==> src/rtl/alu32_pkg.sv <==
// alu32_pkg
// Shared constants and helpers for the ALU32 family. The XOR stream
// decryptor and its matching encryptor both import this package, so the
// keystream generator below must stay identical on both sides.
//   WIDTH         data/key width (only 32 is supported)
//   DEFAULT_SEED  reset key value; also substituted for a zero seed
//   DEFAULT_TAPS  Galois feedback polynomial
//   state_t       stream FSM encoding
//   lfsr_next     one step of the Galois LFSR
package alu32_pkg;

  localparam int          WIDTH        = 32;
  localparam logic [31:0] DEFAULT_SEED = 32'h0000_0001;
  localparam logic [31:0] DEFAULT_TAPS = 32'h04C1_1DB7;

  typedef enum logic {
    IDLE   = 1'b0,
    ACTIVE = 1'b1
  } state_t;

  // Shift left; when the bit falling off the top is set, fold the
  // polynomial back in. A nonzero key never maps to zero.
  function automatic logic [31:0] lfsr_next(input logic [31:0] k,
                                            input logic [31:0] taps);
    lfsr_next = {k[30:0], 1'b0} ^ (k[31] ? taps : 32'h0000_0000);
  endfunction

endpackage

==> src/rtl/xor_stream_decrypt32_if.sv <==
// xor_stream_decrypt32_if
// Word stream bundle for the XOR stream decryptor: an input side
// (in_valid/in_ready/In1) and an output side (out_valid/out_ready/cout1).
//   slave  : the decryptor's view (consumes In1, produces cout1)
//   master : the surrounding source/sink's view
interface xor_stream_decrypt32_if #(
  parameter int W = alu32_pkg::WIDTH
);

  logic         in_valid;
  logic         in_ready;
  logic [W-1:0] In1;
  logic         out_valid;
  logic         out_ready;
  logic [W-1:0] cout1;

  modport slave (
    input  in_valid, In1, out_ready,
    output in_ready, out_valid, cout1
  );

  modport master (
    output in_valid, In1, out_ready,
    input  in_ready, out_valid, cout1
  );

endinterface

==> src/rtl/xor_stream_decrypt32_lfsr.sv <==
// xor_keystream_lfsr32
// Keystream register for the stream decryptor. Holds the current key,
// reloads it from seed_in (substituting SEED for a zero seed so the LFSR
// can never lock up), and steps it once per accepted word.
//   clk, rst : clock, synchronous active-high reset (key <= SEED)
//   load     : load seed_in (wins over advance)
//   seed_in  : new key value
//   advance  : step the LFSR by one
//   key      : current keystream word
module xor_keystream_lfsr32 #(
  parameter logic [31:0] SEED = alu32_pkg::DEFAULT_SEED,
  parameter logic [31:0] TAPS = alu32_pkg::DEFAULT_TAPS
) (
  input  logic        clk,
  input  logic        rst,
  input  logic        load,
  input  logic [31:0] seed_in,
  input  logic        advance,
  output logic [31:0] key
);

  import alu32_pkg::*;

  always_ff @(posedge clk) begin
    if (rst) begin
      key <= SEED;
    end else if (load) begin
      key <= (seed_in == 32'h0000_0000) ? SEED : seed_in;
    end else if (advance) begin
      key <= lfsr_next(key, TAPS);
    end
  end

endmodule

==> src/rtl/xor_stream_decrypt32.sv <==
// xor_stream_decrypt32
// Recovers plaintext from a stream produced upstream as data ^ keystream.
// Each accepted word is XORed with the current key into a one-entry output
// register and the keystream steps. Valid/ready on both sides; full rate
// when the sink keeps out_ready high.
//   clk, rst   : clock, synchronous active-high reset
//   seed_load  : load seed_in as the key, clear word_cnt, enter ACTIVE
//   seed_in    : new key value (zero selects SEED)
//   stream     : in_valid/in_ready/In1 and out_valid/out_ready/cout1
//   word_cnt   : words accepted since the last reset or seed load (wraps)
//   active     : FSM is in ACTIVE
module xor_stream_decrypt32 #(
  parameter int          WIDTH = 32,
  parameter logic [31:0] SEED  = alu32_pkg::DEFAULT_SEED,
  parameter logic [31:0] TAPS  = alu32_pkg::DEFAULT_TAPS,
  parameter int          CNT_W = 16
) (
  input  logic                        clk,
  input  logic                        rst,
  input  logic                        seed_load,
  input  logic [WIDTH-1:0]            seed_in,
  xor_stream_decrypt32_if.slave       stream,
  output logic [CNT_W-1:0]            word_cnt,
  output logic                        active
);

  import alu32_pkg::*;

  state_t             state;
  state_t             state_next;
  logic [WIDTH-1:0]   key;
  logic [WIDTH-1:0]   cout_q;
  logic               out_valid_q;
  logic               in_ready_c;
  logic               accept;
  logic               consume;

  xor_keystream_lfsr32 #(
    .SEED (SEED),
    .TAPS (TAPS)
  ) u_lfsr (
    .clk     (clk),
    .rst     (rst),
    .load    (seed_load),
    .seed_in (seed_in),
    .advance (accept),
    .key     (key)
  );

  always_ff @(posedge clk) begin
    if (rst) begin
      state <= IDLE;
    end else begin
      state <= state_next;
    end
  end

  // The only way out of ACTIVE is reset; seed_load in ACTIVE just rekeys.
  // seed_load blocks acceptance so a word is never XORed with a key that
  // is being replaced in the same cycle.
  always_comb begin
    state_next = state;
    if (seed_load) begin
      state_next = ACTIVE;
    end
    active     = (state == ACTIVE);
    in_ready_c = active && !seed_load && (!out_valid_q || stream.out_ready);
    accept     = stream.in_valid && in_ready_c;
    consume    = out_valid_q && stream.out_ready;
  end

  // Accept takes priority over consume so a simultaneous handoff keeps
  // out_valid high; cout1 is left untouched when the word simply drains.
  always_ff @(posedge clk) begin
    if (rst) begin
      out_valid_q <= 1'b0;
      cout_q      <= '0;
      word_cnt    <= '0;
    end else begin
      if (accept) begin
        cout_q      <= stream.In1 ^ key;
        out_valid_q <= 1'b1;
      end else if (consume) begin
        out_valid_q <= 1'b0;
      end
      if (seed_load) begin
        word_cnt <= '0;
      end else if (accept) begin
        word_cnt <= word_cnt + CNT_W'(1);
      end
    end
  end

  assign stream.in_ready  = in_ready_c;
  assign stream.out_valid = out_valid_q;
  assign stream.cout1     = cout_q;

endmodule

==> src/flat_wrapper.sv <==
// flat-port wrapper written by rule: the top's interface ports become plain ports
module xor_stream_decrypt32_flat import alu32_pkg::*;
#(
  parameter int          WIDTH = 32,
  parameter logic [31:0] SEED  = alu32_pkg::DEFAULT_SEED,
  parameter logic [31:0] TAPS  = alu32_pkg::DEFAULT_TAPS,
  parameter int          CNT_W = 16
)
  (clk, rst, seed_load, seed_in, word_cnt, active, stream_in_valid, stream_In1, stream_out_ready, stream_in_ready, stream_out_valid, stream_cout1);
  xor_stream_decrypt32_if stream_i ();
  input  logic clk;
  input  logic rst;
  input  logic seed_load;
  input  logic [WIDTH-1:0] seed_in;
  output logic [CNT_W-1:0] word_cnt;
  output logic active;
  input wire logic [$bits(stream_i.in_valid)-1:0] stream_in_valid;
  input wire logic [$bits(stream_i.In1)-1:0] stream_In1;
  input wire logic [$bits(stream_i.out_ready)-1:0] stream_out_ready;
  output wire logic [$bits(stream_i.in_ready)-1:0] stream_in_ready;
  output wire logic [$bits(stream_i.out_valid)-1:0] stream_out_valid;
  output wire logic [$bits(stream_i.cout1)-1:0] stream_cout1;
  assign stream_i.in_valid = stream_in_valid;
  assign stream_i.In1 = stream_In1;
  assign stream_i.out_ready = stream_out_ready;
  assign stream_in_ready = stream_i.in_ready;
  assign stream_out_valid = stream_i.out_valid;
  assign stream_cout1 = stream_i.cout1;
  xor_stream_decrypt32 #(.WIDTH(WIDTH), .SEED(SEED), .TAPS(TAPS), .CNT_W(CNT_W)) u_core (.clk(clk), .rst(rst), .seed_load(seed_load), .seed_in(seed_in), .stream(stream_i), .word_cnt(word_cnt), .active(active));
endmodule
==> config.mk <==
export PLATFORM = sky130hd
export DESIGN_NAME = xor_stream_decrypt32_flat
export DESIGN_NICKNAME = d
export VERILOG_FILES = /design/src/rtl/alu32_pkg.sv /design/src/rtl/xor_stream_decrypt32_if.sv /design/src/rtl/xor_stream_decrypt32_lfsr.sv /design/src/rtl/xor_stream_decrypt32.sv /design/src/flat_wrapper.sv
export SDC_FILE = /design/constraint.sdc
export NUM_CORES = 1
export LEC_CHECK = 0
export ABC_AREA = 1
export CORE_MARGIN = 2
export CORE_UTILIZATION = 31
export DETAILED_ROUTE_END_ITERATION = 10
export HOLD_SLACK_MARGIN = 0.15
export PLACE_DENSITY_LB_ADDON = 0.05
export SKIP_CTS_REPAIR_TIMING = 1
export SLEW_MARGIN = 30
export SYNTH_ARGS = -nofsm -noshare
export SYNTH_HDL_FRONTEND = slang
export SYNTH_SLANG_ARGS = --single-unit
==> constraint.sdc <==
create_clock -name clk -period 1.66 [get_ports clk]
set_input_delay 0.332 -clock clk [delete_from_list [all_inputs] [get_ports clk]]
set_output_delay 0.332 -clock clk [all_outputs]
set_load 0.01 [all_outputs]
==> impl_results.md, run 1 <==
* Clock Sinks at 82
* H-tree depth at 3
* Vias/cell at 4.760
* Worst hold path startpoint: u_core.word_cnt[13]$_SDFFE_PP0P_
* Most frequent cell after synthesis: o21ai_0
* P per Cell Area at 862.7 nW/µm²
* CP startpoint: u_core.word_cnt[10]$_SDFFE_PP0P_
* Total Routing Usage GR at 0.1700
* Routed wire per std cell at 13.78 µm
* Hold WC Path Type: register to register
* CTS buffer count at 9
* Area Overhead vs Synth at 46.45%
* Final wirelength at 10,670 µm
* Share of layout cells above drive strength 1 at 0.08612
* Slew HR at 0.6912
* Yosys cell types at 30
* Clock root buffer: clkbuf_16
* Setup Viol. Count Final at 0
* Critical path, cell by cell: clkdlybuf4s50_1
* Share of the synthesized area in the top cell type at 0.4331
* Total die area at 13,130 µm²
* Initial DRC count at 163
* Most used DFF post-synth: dfxtp_1
* Row Count at 40
* Flops & latches, synth at 82
* Initial Util at 0.3168
* Total Nets Final at 692
* Peak Freq at 628.1 MHz
* Detailed Routing Iterations Pass 1 at 4
* Final instance area at 5550 µm²
* CTS tree: done
* Inserted Diodes at 0
* Setup TNS at 0 ps
* Arr. time, crit path at 1260 ps
* Pin count of the biggest net entering global routing at 39
* Worst r2r src: u_core.word_cnt[0]$_SDFFE_PP0P_
* Reg clk slew, reported paths at 60 ps
* Post-route ant nets at 0
* WP data required at 1330 ps
* Clock tree buffer depth at 2
* Slew Viols, Final at 0
* Post-Synthesis Cells at 502
* Fill count at 1,193
* Grt ovf at 0
* Number of flops mapped to enable cells by yosys at 0
* GPL Wtd Cong at 0.7989
* WS Path Type: register to output port
* Slowest stage cell on the critical path: clkdlybuf4s50_1
* Max stage delay on crit path at 540 ps
* Clk_skew at 6.150 ps
* Final worst path period need at 1592 ps
* Initial antenna violation count at 0
* Ys async rst share at 0
* Top Family by Delay on Critical Path: buffers and inverters
* Register area share after synthesis at 0.4331
* IO Count at 120
* Final hold violation count at 0
* CP Launch Type: register
* Total core area at 11,960 µm²
* Synth top area cells: dfxtp_1 (43%), o21ai_0 (11%), a21oi_1 (11%)
* Crit end category: output port
* WHS at 510.0 ps
* Register area at 1649 µm²
* Max-cap violations at 0
* Die X at 114.6 µm
* Buf+Inv Stages, Crit Path at 1
* Unrepaired setup endpoints after global routing: no
* Die span in y at 114.6 µm
* Placed cell area at 5234 µm²
* Measured slew at the worst slew-check pin at 462.8 ps
* Status: finished clean
* Vias in the first global route at 3,584
* First-pass GRT wire length at 17,460 µm
* Synthesized area per cell at 7.550 µm²
* Via count at 3,684
* Top cell type by total area after synthesis: dfxtp_1
* Hpwl dp at 7547 µm
* Post-synth top cells: o21ai_0 (87), a21oi_1 (86), dfxtp_1 (82), nand2_1 (68), nor2_1 (44)
* # port buffers at 119
* Multi-input combinational cell area at 1908 µm²
* Worst vdd ir at 0.0008055 V
* Period utilization at 0.9591
* Syn. warnings at 0
* Remaining DRCs at 0
* Static Leakage at 0.002189 µW
* Mapped Area at 3790 µm²
* Worst skew pair latency at 350 ps
* Syn nets at 572
* Max Fanout on Critical Path at 5
## routing by layer
layer  vias up  global-route usage  share of wire
met5         -                   0              0
met4         0             0.04797         0.0093
met3         6             0.07253          0.068
met2        91              0.2584           0.44
met1      1661              0.2199           0.48
li1       1926                   -              -
## cell families after synthesis
kind of cell,count (synthesis),share of synthesized area
compound gates,183,0.2440
xor+xnor,39,0.09013
fa+ha+maj,1,0.003301
buf+inv,53,0.06405
flops,82,0.4331
simple gates,144,0.1654
## metrics by stage
stage / utilization / std cells / worst slack [ps] / total power (µW)
2_1_floorplan: - / 502 / 299.3 / 2531
3_3_place_gp: 0.4376 / 758 / -352.3 / 2903
3_5_place_dp: 0.4376 / 758 / -368.7 / 2909
4_1_cts: 0.4613 / 774 / -237.7 / 4877
5_1_grt: 0.4640 / 774 / 6.197 / 5033
6_report: 0.4640 / 774 / 67.92 / 4788
## registers in the layout (all words and copies together) (netlist names)
register                 count
u_core.stream.out_valid      1
u_core.word_cnt             16
u_core.u_lfsr.key           32
u_core.stream.cout1         32
u_core.active                1
## cell type report
class,instances,share of cell area
well taps,147,0.03314
flip-flops and latches,82,0.2971
repair buffers,139,0.2592
clock buffers,14,0.04937
multi-input cells,367,0.3438
clock inverters,2,0.001803
inverters,23,0.01555
## report_power, final
part / leakage (µW) / total, µW / switching (µW) / internal [µW]
clock network: 0.000143 / 1930 / 794 / 1130
logic: 0.00137 / 715 / 310 / 406
registers: 0.000675 / 2150 / 79.4 / 2070
total: 0.00219 / 4790 / 1180 / 3610
## final timing paths
kind / endpoint / slack [ps] / cells past startpoint
max: word_cnt[10] / 70 / 1
min reg2reg: u_core.word_cnt[13]$_SDFFE_PP0P_ / 510 / 2
min: u_core.word_cnt[13]$_SDFFE_PP0P_ / 510 / 2
max reg2reg: u_core.word_cnt[8]$_SDFFE_PP0P_ / 210 / 6
## cell usage in the layout (no fill, tap or decap), types with 3 or more instances in the layout
cell type	instances
clkdlybuf4s50_1	110
buf_12	6
clkbuf_8	3
a21oi_1	86
nor3_1	5
nand4_1	4
dlymetal6s2s_1	9
clkbuf_16	9
inv_1	21
xnor2_1	34
xor2_1	5
or2_2	6
dfxtp_2	6
nand3_1	9
dfxtp_1	76
o21ai_1	8
buf_4	14
nand2_1	68
o21ai_0	87
nor2_1	43
(Power assumes the default switching activity.)
==> run 2: changes to the inputs <==
- CTS_CLUSTER_DIAMETER: not set -> 30
==> results of run 2 <==
Final layout, timing and power as in run 1 (identical DEF).
==> run 3: changes to the inputs <==
- ABC_AREA: 1 -> not set
- CAP_MARGIN: not set -> 20
==> run 3 against run 2 <==
Compared with the run above:
- combinational power increased by 13%
- hold slack worse by 200 ps
- first-iteration DRC count fell by 21%
- clock power increased by 13%
- critical path depth is the same
- die area is 0.73% lower
- via count decreased by 4.0%
- setup slack worse by 0.83 ps
- cell count down 5.4%
- power grew 7.5%
- clock skew barely moved
==> impl_results.md, run 3 <==
* Worst skew pair latency at 340 ps
* Pin count of the biggest net entering global routing at 40
* Total core area at 11,910 µm²
* Grt ovf at 0
* Arr. time, crit path at 1260 ps
* CP Launch Type: register
* Post-Synthesis Cells at 436
* Routed wire per std cell at 14.02 µm
* Final wirelength at 10,260 µm
* Vias/cell at 4.829
* Max stage delay on crit path at 550 ps
* Slew HR at 0.7670
* Slew Viols, Final at 0
* Pre-CTS setup slack at -377.0 ps
* GPL Wtd Cong at 0.7615
* Initial antenna violation count at 0
* Clk_skew at 5.886 ps
* First-pass GRT wire length at 16,570 µm
* Row Count at 40
* Die X at 114.2 µm
* Yosys cell types at 33
* Post-synth top cells: dfxtp_1 (82), nor2_1 (65), a211oi_1 (50), xnor2_1 (47), nand2_1 (44)
* Die span in y at 114.2 µm
* Unrepaired setup endpoints after global routing: no
* Final hold violation count at 0
* Area Overhead vs Synth at 54.76%
* Commonest non-fill, non-tap cell in the layout: clkdlybuf4s50_1
* Slowest stage cell on the critical path: clkdlybuf4s50_1
* Crit end category: output port
* Placed cell area at 5389 µm²
* Buf+Inv Stages, Crit Path at 1
* Measured slew at the worst slew-check pin at 346.4 ps
* Static Leakage at 0.002262 µW
* Hold WC Path Type: input port to register
* WS Path Type: register to output port
* Synthesized area per cell at 8.626 µm²
* # port buffers at 119
* Final instance area at 5821 µm²
* Top cell type by total area after synthesis: dfxtp_1
* Share of the synthesized area in the top cell type at 0.4365
* Ys async rst share at 0
* Stages on the worst setup path at 1
* Syn nets at 506
* Clock root buffer: clkbuf_16
* Most frequent cells in the layout: clkdlybuf4s50_1 (105), dfxtp_1 (76), nor2_1 (65)
* Clock Sinks at 82
* Initial Util at 0.3158
* Detailed Routing Iterations Pass 1 at 4
* IO Count at 120
* CTS tree: done
* Max-cap violations at 0
* Vias in the first global route at 3,461
* Inserted Diodes at 0
* CTS buffer count at 9
* Remaining DRCs at 0
* Via count at 3,535
* Total die area at 13,030 µm²
* Setup Viol. Count Final at 0
* Total Nets Final at 650
* Period utilization at 0.9596
* Top Family by Delay on Critical Path: buffers and inverters
* Mapped Area at 3761 µm²
* Post-route ant nets at 0
* Final worst path period need at 1593 ps
* Status: finished clean
* Final worst slack at 67.08 ps
* Worst vdd ir at 0.0004124 V
* Clock tree buffer depth at 2
* Share of layout cells above drive strength 1 at 0.1402
* Peak Freq at 627.8 MHz
* Hpwl dp at 7466 µm
* WP data required at 1330 ps
* Register area share after synthesis at 0.4365
* P per Cell Area at 884.3 nW/µm²
* Hold Path Depth at 2
* Syn. warnings at 0
* FF-to-FF path depth at 5
* Most used DFF post-synth: dfxtp_1
* Most frequent cell after synthesis: dfxtp_1
* Flops & latches, synth at 82
* Initial DRC count at 129
* Synth top area cells: dfxtp_1 (44%), xnor2_1 (11%), a211oi_1 (10%)
* H-tree depth at 3
* Number of flops mapped to enable cells by yosys at 0
* Reg clk slew, reported paths at 60 ps
* Critical path, cell by cell: clkdlybuf4s50_1
* Total Routing Usage GR at 0.1581
* Max Fanout on Critical Path at 4
[run 3: changes by cell type after synthesis, moves of 9 or more]
cell | before | now
nor4_1 | 0 | 9
mux2i_1 | 0 | 22
o21ai_0 | 87 | 18
clkbuf_1 | 10 | 23
nor2_1 | 44 | 65
a21oi_1 | 86 | 19
xnor2_1 | 34 | 47
nand2_1 | 68 | 44
a211oi_1 | 0 | 50
inv_1 | 21 | 2
[run 3: logic make-up after synthesis]
family | count (synthesis) | share of synthesized area
buffers and inverters | 35 | 0.03925
adders and majority gates | 1 | 0.003326
AOI/OAI and AO/OA | 93 | 0.1613
DFF | 82 | 0.4365
muxes | 22 | 0.05855
and+or+nand+nor | 152 | 0.1823
xor gates and xnor gates | 51 | 0.1188
[run 3: worst paths after layout]
path                                                            from                                    to  slack, ps
worst max register to register  u_core.stream.out_valid$_SDFFE_PP0P_      u_core.word_cnt[11]$_SDFFE_PP0P_         70
worst max-delay path                      u_core.active$_SDFFE_PP0P_                                active         70
worst min-delay path                                             rst  u_core.stream.cout1[22]$_SDFFE_PP0P_        310
worst min register to register      u_core.word_cnt[15]$_SDFFE_PP0P_      u_core.word_cnt[15]$_SDFFE_PP0P_        480
[run 3: area by class of cell]
type                    instances  area (µm²)
clock buffers                   9       225.2
clock inverters                 7       101.3
fillers                      1197        6091
inverters                       2       7.507
multi-input cells             319        2022
flip-flops and latches         82        1649
well taps                     147       183.9
repair buffers                166        1632
[run 3: layer usage]
metal	share of wire	routed length (µm)	up-vias	GRT usage
met1	0.48	4947	1624	0.2017
met2	0.45	4650	87	0.2603
met5	0	0	-	0
li1	-	-	1814	-
met4	0.014	146	0	0.05854
met3	0.051	519	10	0.03706
[run 3: metrics by stage]
stage | setup TNS, ps | std cells | utilization | power [µW] | hold slack [ps]
after floorplan | -40.17 | 436 | - | 2601 | 456.7
after global placement | -18370 | 715 | 0.4524 | 2999 | 478.9
after detailed placement | -18840 | 715 | 0.4524 | 3010 | 481.0
after CTS | -578.9 | 731 | 0.4798 | 5203 | 303.1
after global routing | 0 | 732 | 0.4887 | 5390 | 328.2
final | 0 | 732 | 0.4887 | 5147 | 311.2
[run 3: where the power goes]
part / switching [µW] / internal (µW) / total (µW)
Sequential: 91.4 / 2070 / 2160
Clock: 846 / 1330 / 2180
Combinational: 336 / 473 / 809
Total: 1270 / 3870 / 5150
